File: src/rtl/miner_pkg.sv
// Shared constants and state type for the miner work-sequencing controller.
//   WORK_WORDS     : words per work unit (midstate + block tail)
//   MIDSTATE_WORDS : 32-bit words of SHA-256 midstate
//   DATA_WORDS     : 32-bit words of block tail
//   NONCE_LAST     : final nonce issued before draining
package miner_pkg;

  localparam int unsigned WORK_WORDS     = 11;
  localparam int unsigned MIDSTATE_WORDS = 8;
  localparam int unsigned DATA_WORDS     = 3;
  localparam logic [31:0] NONCE_LAST     = 32'hFFFF_FFFF;

  typedef enum logic [2:0] {
    StIdle,
    StLoad,
    StRun,
    StDrain,
    StDone
  } state_e;

endpackage

File: src/rtl/work_loader.sv
// Captures an 11-word work unit from the host word stream.
//   clk, rst_n  : clock, asynchronous active-low reset
//   ready       : word strobe, serial_in valid when high
//   serial_in   : 32-bit work word
//   midstate    : words 0..7, word 0 in the low 32 bits
//   data        : words 8..10, word 8 in the low 32 bits
//   load_start  : pulse, first word of a unit is being accepted
//   load_done   : pulse, last word of a unit is being accepted
module work_loader
  import miner_pkg::*;
(
  input  logic         clk,
  input  logic         rst_n,
  input  logic         ready,
  input  logic [31:0]  serial_in,
  output logic [255:0] midstate,
  output logic [95:0]  data,
  output logic         load_start,
  output logic         load_done
);

  localparam logic [3:0] WcLast = 4'(WORK_WORDS - 1);

  logic [3:0]   wc_q, wc_d;
  logic [255:0] midstate_q, midstate_d;
  logic [95:0]  data_q, data_d;

  always_comb begin
    wc_d       = wc_q;
    midstate_d = midstate_q;
    data_d     = data_q;
    if (ready) begin
      for (int unsigned i = 0; i < MIDSTATE_WORDS; i++) begin
        if (wc_q == 4'(i)) midstate_d[32*i +: 32] = serial_in;
      end
      for (int unsigned i = 0; i < DATA_WORDS; i++) begin
        if (wc_q == 4'(MIDSTATE_WORDS + i)) data_d[32*i +: 32] = serial_in;
      end
      wc_d = (wc_q == WcLast) ? 4'd0 : wc_q + 4'd1;
    end
  end

  assign load_start = ready && (wc_q == 4'd0);
  assign load_done  = ready && (wc_q == WcLast);
  assign midstate   = midstate_q;
  assign data       = data_q;

  always_ff @(posedge clk or negedge rst_n) begin
    if (!rst_n) begin
      wc_q       <= '0;
      midstate_q <= '0;
      data_q     <= '0;
    end else begin
      wc_q       <= wc_d;
      midstate_q <= midstate_d;
      data_q     <= data_d;
    end
  end

endmodule

File: src/rtl/miner_work_ctrl.sv
// Work-sequencing controller in front of the SHA-256 double-hash core.
// Loads a work unit, issues nonces at the core's accept rate, filters results
// and reports the first golden nonce.
//   clk, rst_n          : clock, asynchronous active-low reset
//   ready, serial_in    : host work-word stream
//   hit, serial_out     : sticky golden-nonce flag and nonce
//   busy, exhausted     : LOAD/RUN indicator, nonce space spent without a hit
//   core_midstate/data  : work unit to the core
//   core_issue/nonce    : nonce hand-off to the core
//   core_result_*       : result stream from the core
module miner_work_ctrl
  import miner_pkg::*;
#(
  parameter int unsigned LOOP_LOG2      = 5,
  parameter int unsigned RESULT_LATENCY = 64
) (
  input  logic         clk,
  input  logic         rst_n,
  input  logic         ready,
  input  logic [31:0]  serial_in,
  output logic         hit,
  output logic [31:0]  serial_out,
  output logic         busy,
  output logic         exhausted,
  output logic [255:0] core_midstate,
  output logic [95:0]  core_data,
  output logic         core_issue,
  output logic [31:0]  core_nonce,
  input  logic         core_result_valid,
  input  logic         core_result_hit,
  input  logic [31:0]  core_result_nonce
);

  localparam int unsigned IcW  = (LOOP_LOG2 == 0) ? 1 : LOOP_LOG2;
  localparam int unsigned LatW = $clog2(RESULT_LATENCY + 1);
  localparam logic [LatW-1:0] LatInit = LatW'(RESULT_LATENCY);

  logic load_start, load_done;

  work_loader u_loader (
    .clk        (clk),
    .rst_n      (rst_n),
    .ready      (ready),
    .serial_in  (serial_in),
    .midstate   (core_midstate),
    .data       (core_data),
    .load_start (load_start),
    .load_done  (load_done)
  );

  state_e          state_q, state_d;
  logic [31:0]     nonce_q, nonce_d;
  logic [IcW-1:0]  ic_q, ic_d;
  logic [LatW-1:0] bc_q, bc_d;
  logic [LatW-1:0] dc_q, dc_d;
  logic            hit_q, hit_d;
  logic [31:0]     serial_out_q, serial_out_d;
  logic            exhausted_q, exhausted_d;
  logic            issue, accept, golden;

  // A host word in the same cycle suppresses both issue and result acceptance.
  assign issue  = (state_q == StRun) && (ic_q == '0) && !ready;
  // bc blanks results still in flight from the previous work unit.
  assign accept = core_result_valid && (state_q inside {StRun, StDrain}) &&
                  (bc_q == '0) && !hit_q && !ready;
  assign golden = accept && core_result_hit;

  always_comb begin
    state_d      = state_q;
    nonce_d      = nonce_q;
    ic_d         = ic_q;
    bc_d         = bc_q;
    dc_d         = dc_q;
    hit_d        = hit_q;
    serial_out_d = serial_out_q;
    exhausted_d  = exhausted_q;

    if (load_start) begin
      state_d      = StLoad;
      hit_d        = 1'b0;
      serial_out_d = '0;
      exhausted_d  = 1'b0;
    end else begin
      unique case (state_q)
        StLoad: begin
          if (load_done) begin
            state_d = StRun;
            nonce_d = '0;
            ic_d    = '0;
            bc_d    = LatInit;
          end
        end
        StRun: begin
          if (bc_q != '0) bc_d = bc_q - LatW'(1);
          if (LOOP_LOG2 != 0) ic_d = ic_q + IcW'(1);
          if (issue) begin
            if (nonce_q == NONCE_LAST) begin
              state_d = StDrain;
              dc_d    = LatInit;
            end else begin
              nonce_d = nonce_q + 32'd1;
            end
          end
          if (golden) begin
            hit_d        = 1'b1;
            serial_out_d = core_result_nonce;
            state_d      = StDone;
          end
        end
        StDrain: begin
          if (golden) begin
            hit_d        = 1'b1;
            serial_out_d = core_result_nonce;
            state_d      = StDone;
          end else if (dc_q == '0) begin
            exhausted_d = 1'b1;
            state_d     = StDone;
          end else begin
            dc_d = dc_q - LatW'(1);
          end
        end
        default: ;
      endcase
    end
  end

  always_ff @(posedge clk or negedge rst_n) begin
    if (!rst_n) begin
      state_q      <= StIdle;
      nonce_q      <= '0;
      ic_q         <= '0;
      bc_q         <= '0;
      dc_q         <= '0;
      hit_q        <= 1'b0;
      serial_out_q <= '0;
      exhausted_q  <= 1'b0;
    end else begin
      state_q      <= state_d;
      nonce_q      <= nonce_d;
      ic_q         <= ic_d;
      bc_q         <= bc_d;
      dc_q         <= dc_d;
      hit_q        <= hit_d;
      serial_out_q <= serial_out_d;
      exhausted_q  <= exhausted_d;
    end
  end

  assign hit        = hit_q;
  assign serial_out = serial_out_q;
  assign exhausted  = exhausted_q;
  assign busy       = (state_q == StLoad) || (state_q == StRun);
  assign core_issue = issue;
  assign core_nonce = nonce_q;

endmodule

File: config.mk
export PLATFORM = sky130hd
export DESIGN_NAME = miner_work_ctrl
export DESIGN_NICKNAME = d
export VERILOG_FILES = /design/src/rtl/miner_pkg.sv /design/src/rtl/work_loader.sv /design/src/rtl/miner_work_ctrl.sv
export SDC_FILE = /design/constraint.sdc
export NUM_CORES = 1
export LEC_CHECK = 0
export CAP_MARGIN = 20
export CORE_UTILIZATION = 45
export CTS_CLUSTER_SIZE = 40
export DETAILED_ROUTE_END_ITERATION = 10
export PLACE_DENSITY_LB_ADDON = 0.05
export SLEW_MARGIN = 15
export SYNTH_ARGS = -nofsm -noshare
export SYNTH_HDL_FRONTEND = slang
export SYNTH_SLANG_ARGS = --single-unit
File: constraint.sdc
create_clock -name clk -period 5.4 [get_ports clk]
set_input_delay 0.54 -clock clk [delete_from_list [all_inputs] [get_ports clk]]
set_output_delay 0.54 -clock clk [all_outputs]
set_load 0.02 [all_outputs]
==> results of run 1 <==
## metrics by stage
step / worst slack, ns / power (mW) / std cells / util, %
CTS: 1.482 / 16.64 / 2384 / 63.90
global placement: 1.512 / 13.08 / 2298 / 59.70
global route: 1.350 / 17.31 / 2386 / 63.96
detailed placement: 1.493 / 13.19 / 2299 / 59.75
floorplan: 2.968 / 9.289 / 1374 / -
finish: 1.486 / 16.49 / 2386 / 63.96
## worst paths after layout
kind	cells past startpoint	startpoint	to	slack, ns
worst max register to register	7	u_loader.wc_q[1]	core_nonce[8]	2.66
worst min-delay path	1	rst_n	core_nonce[14]	0.006
worst max-delay path	7	ready	core_issue	1.49
worst min register to register	2	u_loader.midstate[11]	u_loader.midstate[11]	0.47
max in group asynchronous	2	rst_n	u_loader.midstate[219]	4.00
min in group clk	2	u_loader.midstate[11]	u_loader.midstate[11]	0.47
## power by group through the flow
stage | Combinational, mW | Sequential, mW | Clock, mW
4_1_cts | 7.52 | 5.68 | 3.44
2_1_floorplan | 1.92 | 7.37 | 0
3_3_place_gp | 7.44 | 5.64 | 0
6_report | 7.45 | 5.68 | 3.35
3_5_place_dp | 7.49 | 5.70 | 0
5_1_grt | 7.85 | 5.90 | 3.56
## registers in the layout (all words and copies together), names as in the netlist
name and flops:
serial_out 32, bc_q 7, u_loader.midstate 256, state_q 3, ic_q 5, u_loader.wc_q 4
core_nonce 32, exhausted 1, hit 1, u_loader.data 96, dc_q 7
## cells by family (layout without fill, tap and decap cells)
| kind of cell | after synthesis | in the layout | synth area share [%] |
|---|---|---|---|
| buf+inv | 108 | 601 | 2.366 |
| fa+ha+maj | 7 | 7 | 0.4915 |
| flops | 444 | 444 | 62.35 |
| xor+xnor | 29 | 29 | 1.425 |
| compound gates | 97 | 97 | 3.258 |
| simple gates | 368 | 368 | 9.830 |
| other cells | 0 | 1 | 0 |
| mux | 321 | 321 | 20.28 |
## layer usage
metal	global-route usage, %	vias to the layer above	share of wire [%]
li1	-	5639	-
met1	32.59	6331	40
met2	42.09	384	47
met3	9.854	89	8.9
met4	9.569	0	3.5
met5	0	-	0
## layout make-up
type                       count  area, µm²  area share [%]
sequential                   444      11110           44.74
clock inverter                14      172.7          0.6953
tap                          518      648.1           2.610
antenna                        1      2.502         0.01008
timing repair buffer         506       5075           20.44
multi-input combinational    822       6349           25.56
inverter                      10      37.54          0.1511
clock buffer                  71       1439           5.794
## synth_stat cells (2+ instances only)
master    number  area [µm²]
ha_1           7       87.58
or2_2          4       25.02
buf_1         13       48.80
nand3_1       18       90.09
clkbuf_1      76       285.3
and3_1         3       18.77
or4_1          4       30.03
o21ai_0       63       315.3
a22o_1         2       17.52
and4_1         6       52.55
nor3b_1        3       22.52
xor2_1         3       26.28
buf_4          2       15.01
nor4b_2        4       60.06
o41ai_1        2       17.52
nand3b_1       3       22.52
a211o_1        2       17.52
a21oi_1        8       40.04
nor4_1        15       93.84
nand2b_1      11       68.82
and2_1         2       12.51
buf_2          7       35.03
or3_1          3       18.77
dfrtp_1      444       11110
nand2_1      198       743.2
nor2b_1        6       37.54
mux2_2       320        3603
xnor2_1       26       227.7
o21a_1         2       15.01
o31ai_1        5       37.54
nand4_1        7       43.79
nor2_1        56       210.2
nor3_1        12       60.06
inv_1         10       37.54
==> flow_results.xml, run 1 <==
<?xml version="1.0" encoding="UTF-8"?>
<metrics>
  <group name="run_status">
    <metric name="status" unit="">completed</metric>
  </group>
  <group name="timing">
    <metric name="fin_tns_setup" unit="ns">0</metric>
    <metric name="finalMaxSlewViolations" unit="">0</metric>
    <metric name="timing.final.setup_violations" unit="">0</metric>
    <metric name="timing.hold.ws" unit="ns">0.005680</metric>
    <metric name="slew-limit-headroom" unit="%">25.54</metric>
    <metric name="final.period_utilization" unit="%">72.49</metric>
    <metric name="tightest_slew" unit="ns">1.114</metric>
    <metric name="timing.final.hold_violations" unit="">0</metric>
    <metric name="fin_worst_skew" unit="ns">0.01026</metric>
    <metric name="fmax" unit="MHz">255.5</metric>
    <metric name="post-route-min-period" unit="ns">3.914</metric>
    <metric name="rsz0062_at_grt" unit="">false</metric>
  </group>
  <group name="drt">
    <metric name="drtAntennaViolNets" unit="">0</metric>
    <metric name="drc" unit="">0</metric>
    <metric name="route.detailed.vias_per_inst" unit="">5.215</metric>
    <metric name="initialDrtViolationCount" unit="">650</metric>
    <metric name="num_vias" unit="">12440</metric>
    <metric name="detailedRoute.firstPassIterationCount" unit="">4</metric>
    <metric name="avgRoutedWirePerCell" unit="µm">21.82</metric>
    <metric name="wl" unit="µm">52060</metric>
  </group>
  <group name="layout">
    <metric name="post_route_cells_drive_above_1_share" unit="%">23.84</metric>
    <metric name="area_growth_syn_to_fin" unit="%">39.36</metric>
    <metric name="most_common_library_cell_in_the_layout_ignoring_fill_and_taps" unit="">clkdlybuf4s50_1</metric>
    <metric name="n_fill_cell" unit="">3072</metric>
    <metric name="layout.cell_area.non_filler" unit="µm²">24830</metric>
    <metric name="finish.net_count" unit="">1908</metric>
    <metric name="layout_common_cells" unit="">487 x clkdlybuf4s50_1, 444 x dfrtp_1, 320 x mux2_2, 195 x nand2_1, 63 x o21ai_0</metric>
  </group>
  <group name="synthesis">
    <metric name="post_synth_inst_count" unit="">1374</metric>
    <metric name="post_synth_net_total" unit="">1450</metric>
    <metric name="postSynthRegisterBits" unit="">444</metric>
    <metric name="post_synth.cell_area_avg" unit="µm²">12.97</metric>
    <metric name="synth_flop_cell" unit="">dfrtp_1</metric>
    <metric name="yosysWarnings" unit="">0</metric>
    <metric name="yosys.cell_types.count" unit="">61</metric>
    <metric name="synth-async-reset-ratio" unit="%">100.0</metric>
    <metric name="synth_sequential_area_ratio" unit="%">62.35</metric>
    <metric name="synth_area" unit="µm²">17820</metric>
    <metric name="synth-edff-count" unit="">0</metric>
  </group>
  <group name="clock_network">
    <metric name="post_cts.repair.setup_buffers" unit="">0</metric>
    <metric name="post_cts.resized_instances" unit="">0</metric>
    <metric name="tritoncts_num_sinks" unit="">444</metric>
    <metric name="clk-insertion-delay-late" unit="ns">0.58</metric>
    <metric name="cts_htree_levels" unit="">2</metric>
    <metric name="cts_buffers" unit="">48</metric>
    <metric name="clkSlewWorstSetupHoldPaths" unit="ns">0.06</metric>
    <metric name="clk_path_buf_depth" unit="">3</metric>
    <metric name="cts.hold.buffers_added" unit="">0</metric>
    <metric name="ctsRootBufferMaster" unit="">clkbuf_16</metric>
    <metric name="cts_tree" unit="">yes</metric>
  </group>
  <group name="grt">
    <metric name="global_route_total_overflow" unit="">0</metric>
    <metric name="grt_antenna_before_repair" unit="">1</metric>
    <metric name="grt_max_degree" unit="">162</metric>
    <metric name="via_count_of_the_first_global_routing_pass" unit="">13090</metric>
    <metric name="grt_pass1_wl" unit="µm">81450</metric>
    <metric name="grt_use_total" unit="%">26.33</metric>
  </group>
  <group name="die">
    <metric name="chipWidth" unit="µm">201.0</metric>
    <metric name="initial_core_util" unit="%">45.89</metric>
    <metric name="die_h" unit="µm">201.0</metric>
    <metric name="num_io_pins" unit="">489</metric>
    <metric name="core_area" unit="µm²">38830</metric>
    <metric name="core.rowCount" unit="">72</metric>
    <metric name="dieArea" unit="µm²">40400</metric>
  </group>
  <group name="power_and_ir_drop">
    <metric name="switching_share" unit="%">36.25</metric>
    <metric name="power_density" unit="nW/µm²">663.8</metric>
    <metric name="ir_worst_vdd" unit="µV">356.8</metric>
    <metric name="intPower" unit="mW">10.51</metric>
    <metric name="static-leakage-power" unit="nW">10.69</metric>
    <metric name="power.clock.fraction" unit="%">20.3</metric>
    <metric name="combinational_fraction_of_design_power" unit="%">45.2</metric>
    <metric name="seqPwrFrac" unit="%">34.5</metric>
    <metric name="p_switching" unit="mW">5.975</metric>
  </group>
  <group name="setup_path">
    <metric name="crit_top_cell" unit="">clkdlybuf4s50_1</metric>
    <metric name="critPathRequiredTime" unit="ns">4.86</metric>
    <metric name="type_of_origin_of_the_critical_path" unit="">primary input</metric>
    <metric name="worst-setup-path-type" unit="">in -&gt; out</metric>
    <metric name="worstPathCellList" unit="">clkdlybuf4s50_1, and3b_1, or4b_4, a211o_1, buf_4, nor2_4, clkdlybuf4s50_1</metric>
    <metric name="crit_path_max_incr_delay" unit="ns">0.74</metric>
    <metric name="critPathMaxFanout" unit="">32</metric>
    <metric name="cp_top_family" unit="">buffers and inverters</metric>
    <metric name="crit_buf_inv" unit="">3</metric>
    <metric name="critPathCaptureType" unit="">output port</metric>
    <metric name="crit_arrival" unit="ns">3.37</metric>
    <metric name="cpMaxStageDelayCell" unit="">clkdlybuf4s50_1</metric>
  </group>
  <group name="placement">
    <metric name="dpl.hpwl" unit="µm">34610</metric>
    <metric name="io_buffers" unit="">488</metric>
    <metric name="dpl-instance-area" unit="µm²">23200</metric>
    <metric name="gp_routability_congestion" unit="">0.8194</metric>
  </group>
  <group name="job">
    <metric name="cap_violations" unit="">0</metric>
  </group>
  <group name="min_path">
    <metric name="worst_min_delay_path_category" unit="">in -&gt; async</metric>
  </group>
</metrics>
Power figures use the tool's default switching activity.
==> run 2, diff against run 1 <==
Clock period 5.4 ns to 4.1 ns, I/O delays scaled along.
==> flow_results.xml, run 2 (synthesis results as in run 1) <==
<?xml version="1.0" encoding="UTF-8"?>
<metrics>
  <group name="run_status">
    <metric name="status" unit="">completed</metric>
  </group>
  <group name="timing">
    <metric name="timing.final.hold_violations" unit="">0</metric>
    <metric name="post-route-min-period" unit="ns">3.585</metric>
    <metric name="fin_tns_setup" unit="ns">0</metric>
    <metric name="tightest_slew" unit="ns">0.9938</metric>
    <metric name="final.period_utilization" unit="%">87.43</metric>
    <metric name="finalMaxSlewViolations" unit="">0</metric>
    <metric name="fin_worst_skew" unit="ns">0.01512</metric>
    <metric name="slew-limit-headroom" unit="%">33.75</metric>
    <metric name="timing.final.setup_violations" unit="">0</metric>
    <metric name="rsz0062_at_grt" unit="">false</metric>
    <metric name="fmax" unit="MHz">279.0</metric>
  </group>
  <group name="layout">
    <metric name="antenna_cells_inserted" unit="">0</metric>
    <metric name="utilization" unit="%">64.42</metric>
    <metric name="most_common_library_cell_in_the_layout_ignoring_fill_and_taps" unit="">clkdlybuf4s50_1</metric>
    <metric name="n_fill_cell" unit="">3002</metric>
    <metric name="layout.cell_area.non_filler" unit="µm²">25010</metric>
    <metric name="largest_register_ff_count" unit="">256</metric>
    <metric name="area_growth_syn_to_fin" unit="%">40.36</metric>
    <metric name="finalNonFillerCells" unit="">2393</metric>
    <metric name="layout_common_cells" unit="">487 x clkdlybuf4s50_1, 444 x dfrtp_1, 320 x mux2_2, 195 x nand2_1, 63 x o21ai_0</metric>
    <metric name="finish.net_count" unit="">1918</metric>
    <metric name="post_route_cells_drive_above_1_share" unit="%">23.89</metric>
  </group>
  <group name="clock_network">
    <metric name="cts.hold.buffers_added" unit="">1</metric>
    <metric name="post_cts.repair.setup_buffers" unit="">0</metric>
    <metric name="tritoncts_num_sinks" unit="">444</metric>
    <metric name="clk-insertion-delay-late" unit="ns">0.58</metric>
    <metric name="cts_buffers" unit="">48</metric>
    <metric name="cts_htree_levels" unit="">2</metric>
    <metric name="clkSlewWorstSetupHoldPaths" unit="ns">0.06</metric>
    <metric name="cts_tree" unit="">yes</metric>
    <metric name="clk_path_buf_depth" unit="">3</metric>
    <metric name="ctsRootBufferMaster" unit="">clkbuf_16</metric>
    <metric name="post_cts.resized_instances" unit="">0</metric>
  </group>
  <group name="setup_path">
    <metric name="worst-setup-path-type" unit="">reg -&gt; out</metric>
    <metric name="worstRegToRegCells" unit="">7</metric>
    <metric name="critPathRequiredTime" unit="ns">3.69</metric>
    <metric name="type_of_origin_of_the_critical_path" unit="">flip-flop</metric>
    <metric name="critPathMaxFanout" unit="">12</metric>
    <metric name="worst_setup_path_startpoint" unit="">u_loader.wc_q[1]</metric>
    <metric name="rr_startpoint" unit="">u_loader.wc_q[1]</metric>
    <metric name="register_to_register_setup_slack" unit="ns">1.11</metric>
    <metric name="crit_arrival" unit="ns">3.17</metric>
    <metric name="critPathCaptureType" unit="">output port</metric>
    <metric name="regToRegEndpoint" unit="">core_nonce[4]</metric>
    <metric name="cp_capture_point" unit="">core_issue</metric>
  </group>
  <group name="grt">
    <metric name="global_route_total_overflow" unit="">0</metric>
    <metric name="grt_max_degree" unit="">115</metric>
    <metric name="via_count_of_the_first_global_routing_pass" unit="">13150</metric>
    <metric name="grt_pass1_wl" unit="µm">82220</metric>
    <metric name="grt_use_total" unit="%">26.55</metric>
    <metric name="grt_antenna_before_repair" unit="">0</metric>
  </group>
  <group name="die">
    <metric name="num_io_pins" unit="">489</metric>
    <metric name="initial_core_util" unit="%">45.89</metric>
    <metric name="core.rowCount" unit="">72</metric>
    <metric name="chipWidth" unit="µm">201.0</metric>
    <metric name="core_area" unit="µm²">38830</metric>
    <metric name="dieArea" unit="µm²">40400</metric>
    <metric name="die_h" unit="µm">201.0</metric>
  </group>
  <group name="drt">
    <metric name="wl_met2" unit="µm">25220</metric>
    <metric name="drtAntennaViolNets" unit="">0</metric>
    <metric name="met3_length" unit="µm">4342</metric>
    <metric name="drt-met1-wl" unit="µm">21540</metric>
    <metric name="drc" unit="">0</metric>
    <metric name="highest_layer" unit="">met4</metric>
    <metric name="num_vias" unit="">12420</metric>
    <metric name="avgRoutedWirePerCell" unit="µm">21.95</metric>
    <metric name="detailedRoute.firstPassIterationCount" unit="">5</metric>
    <metric name="route.detailed.vias_per_inst" unit="">5.191</metric>
    <metric name="wl" unit="µm">52530</metric>
    <metric name="initialDrtViolationCount" unit="">571</metric>
  </group>
  <group name="placement">
    <metric name="dpl-instance-area" unit="µm²">23330</metric>
    <metric name="post-place-cells" unit="">2307</metric>
    <metric name="dpl.hpwl" unit="µm">35320</metric>
    <metric name="gp_routability_congestion" unit="">0.8260</metric>
    <metric name="io_buffers" unit="">488</metric>
  </group>
  <group name="min_path">
    <metric name="worst_min_delay_path_category" unit="">in -&gt; reg</metric>
  </group>
  <group name="job">
    <metric name="cap_violations" unit="">0</metric>
  </group>
  <group name="power_and_ir_drop">
    <metric name="ir_worst_vdd" unit="µV">588.8</metric>
    <metric name="static-leakage-power" unit="nW">10.76</metric>
    <metric name="power_density" unit="nW/µm²">872.8</metric>
  </group>
</metrics>
[run 2: area by class of cell]
cell class                 instances  area (µm²)  share of cell area, %
multi-input combinational        822        6347                  25.38
clock buffer                      71        1420                  5.678
tap                              518       648.1                  2.591
sequential                       444       11110                  44.42
clock inverter                    12       224.0                 0.8954
timing repair buffer             516        5224                  20.89
inverter                          10       37.54                 0.1501
[run 2: worst min path at each step]
stage / from / to / slack (ns) / cells after the start
4_1_cts: core_result_nonce[17] / serial_out[17] / 0.36 / 3
2_1_floorplan: rst_n / bc_q[0] / 0.11 / 0
3_5_place_dp: u_loader.midstate[3] / u_loader.midstate[3] / 0.46 / 2
5_1_grt: core_result_nonce[9] / serial_out[9] / 0.39 / 3
3_3_place_gp: u_loader.midstate[31] / u_loader.midstate[31] / 0.46 / 2
6_report: core_result_nonce[17] / serial_out[17] / 0.39 / 3
[run 2: where the power goes]
group | internal, mW | switching, mW | leakage [nW]
registers | 6.36 | 1.15 | 5.57
clock network | 2.76 | 1.74 | 0.803
logic | 4.84 | 4.99 | 4.39
[run 2: per-stage QoR]
stage / power (mW) / setup WS (ns) / hold WS (ns)
6_report: 21.83 / 0.5155 / 0.3860
5_1_grt: 22.90 / 0.3847 / 0.3876
4_1_cts: 22.03 / 0.5019 / 0.3561
3_5_place_dp: 17.40 / 0.6932 / 0.4625
3_3_place_gp: 17.25 / 0.7387 / 0.4581
2_1_floorplan: 12.23 / 1.738 / 0.1144
[run 2: metal layers]
layer	global-route usage, %	vias to the layer above
met5	0	-
met4	8.942	0
met3	8.929	68
met2	43.05	397
met1	33.29	6305
li1	-	5652
[run 2: critical path, cell delays in order, from the launching register on]
cell	delay [ns]
dfrtp_1	0.56
inv_1	0.16
or4b_4	0.56
a211o_1	0.46
nor2_4	0.23
clkdlybuf4s50_1	0.64
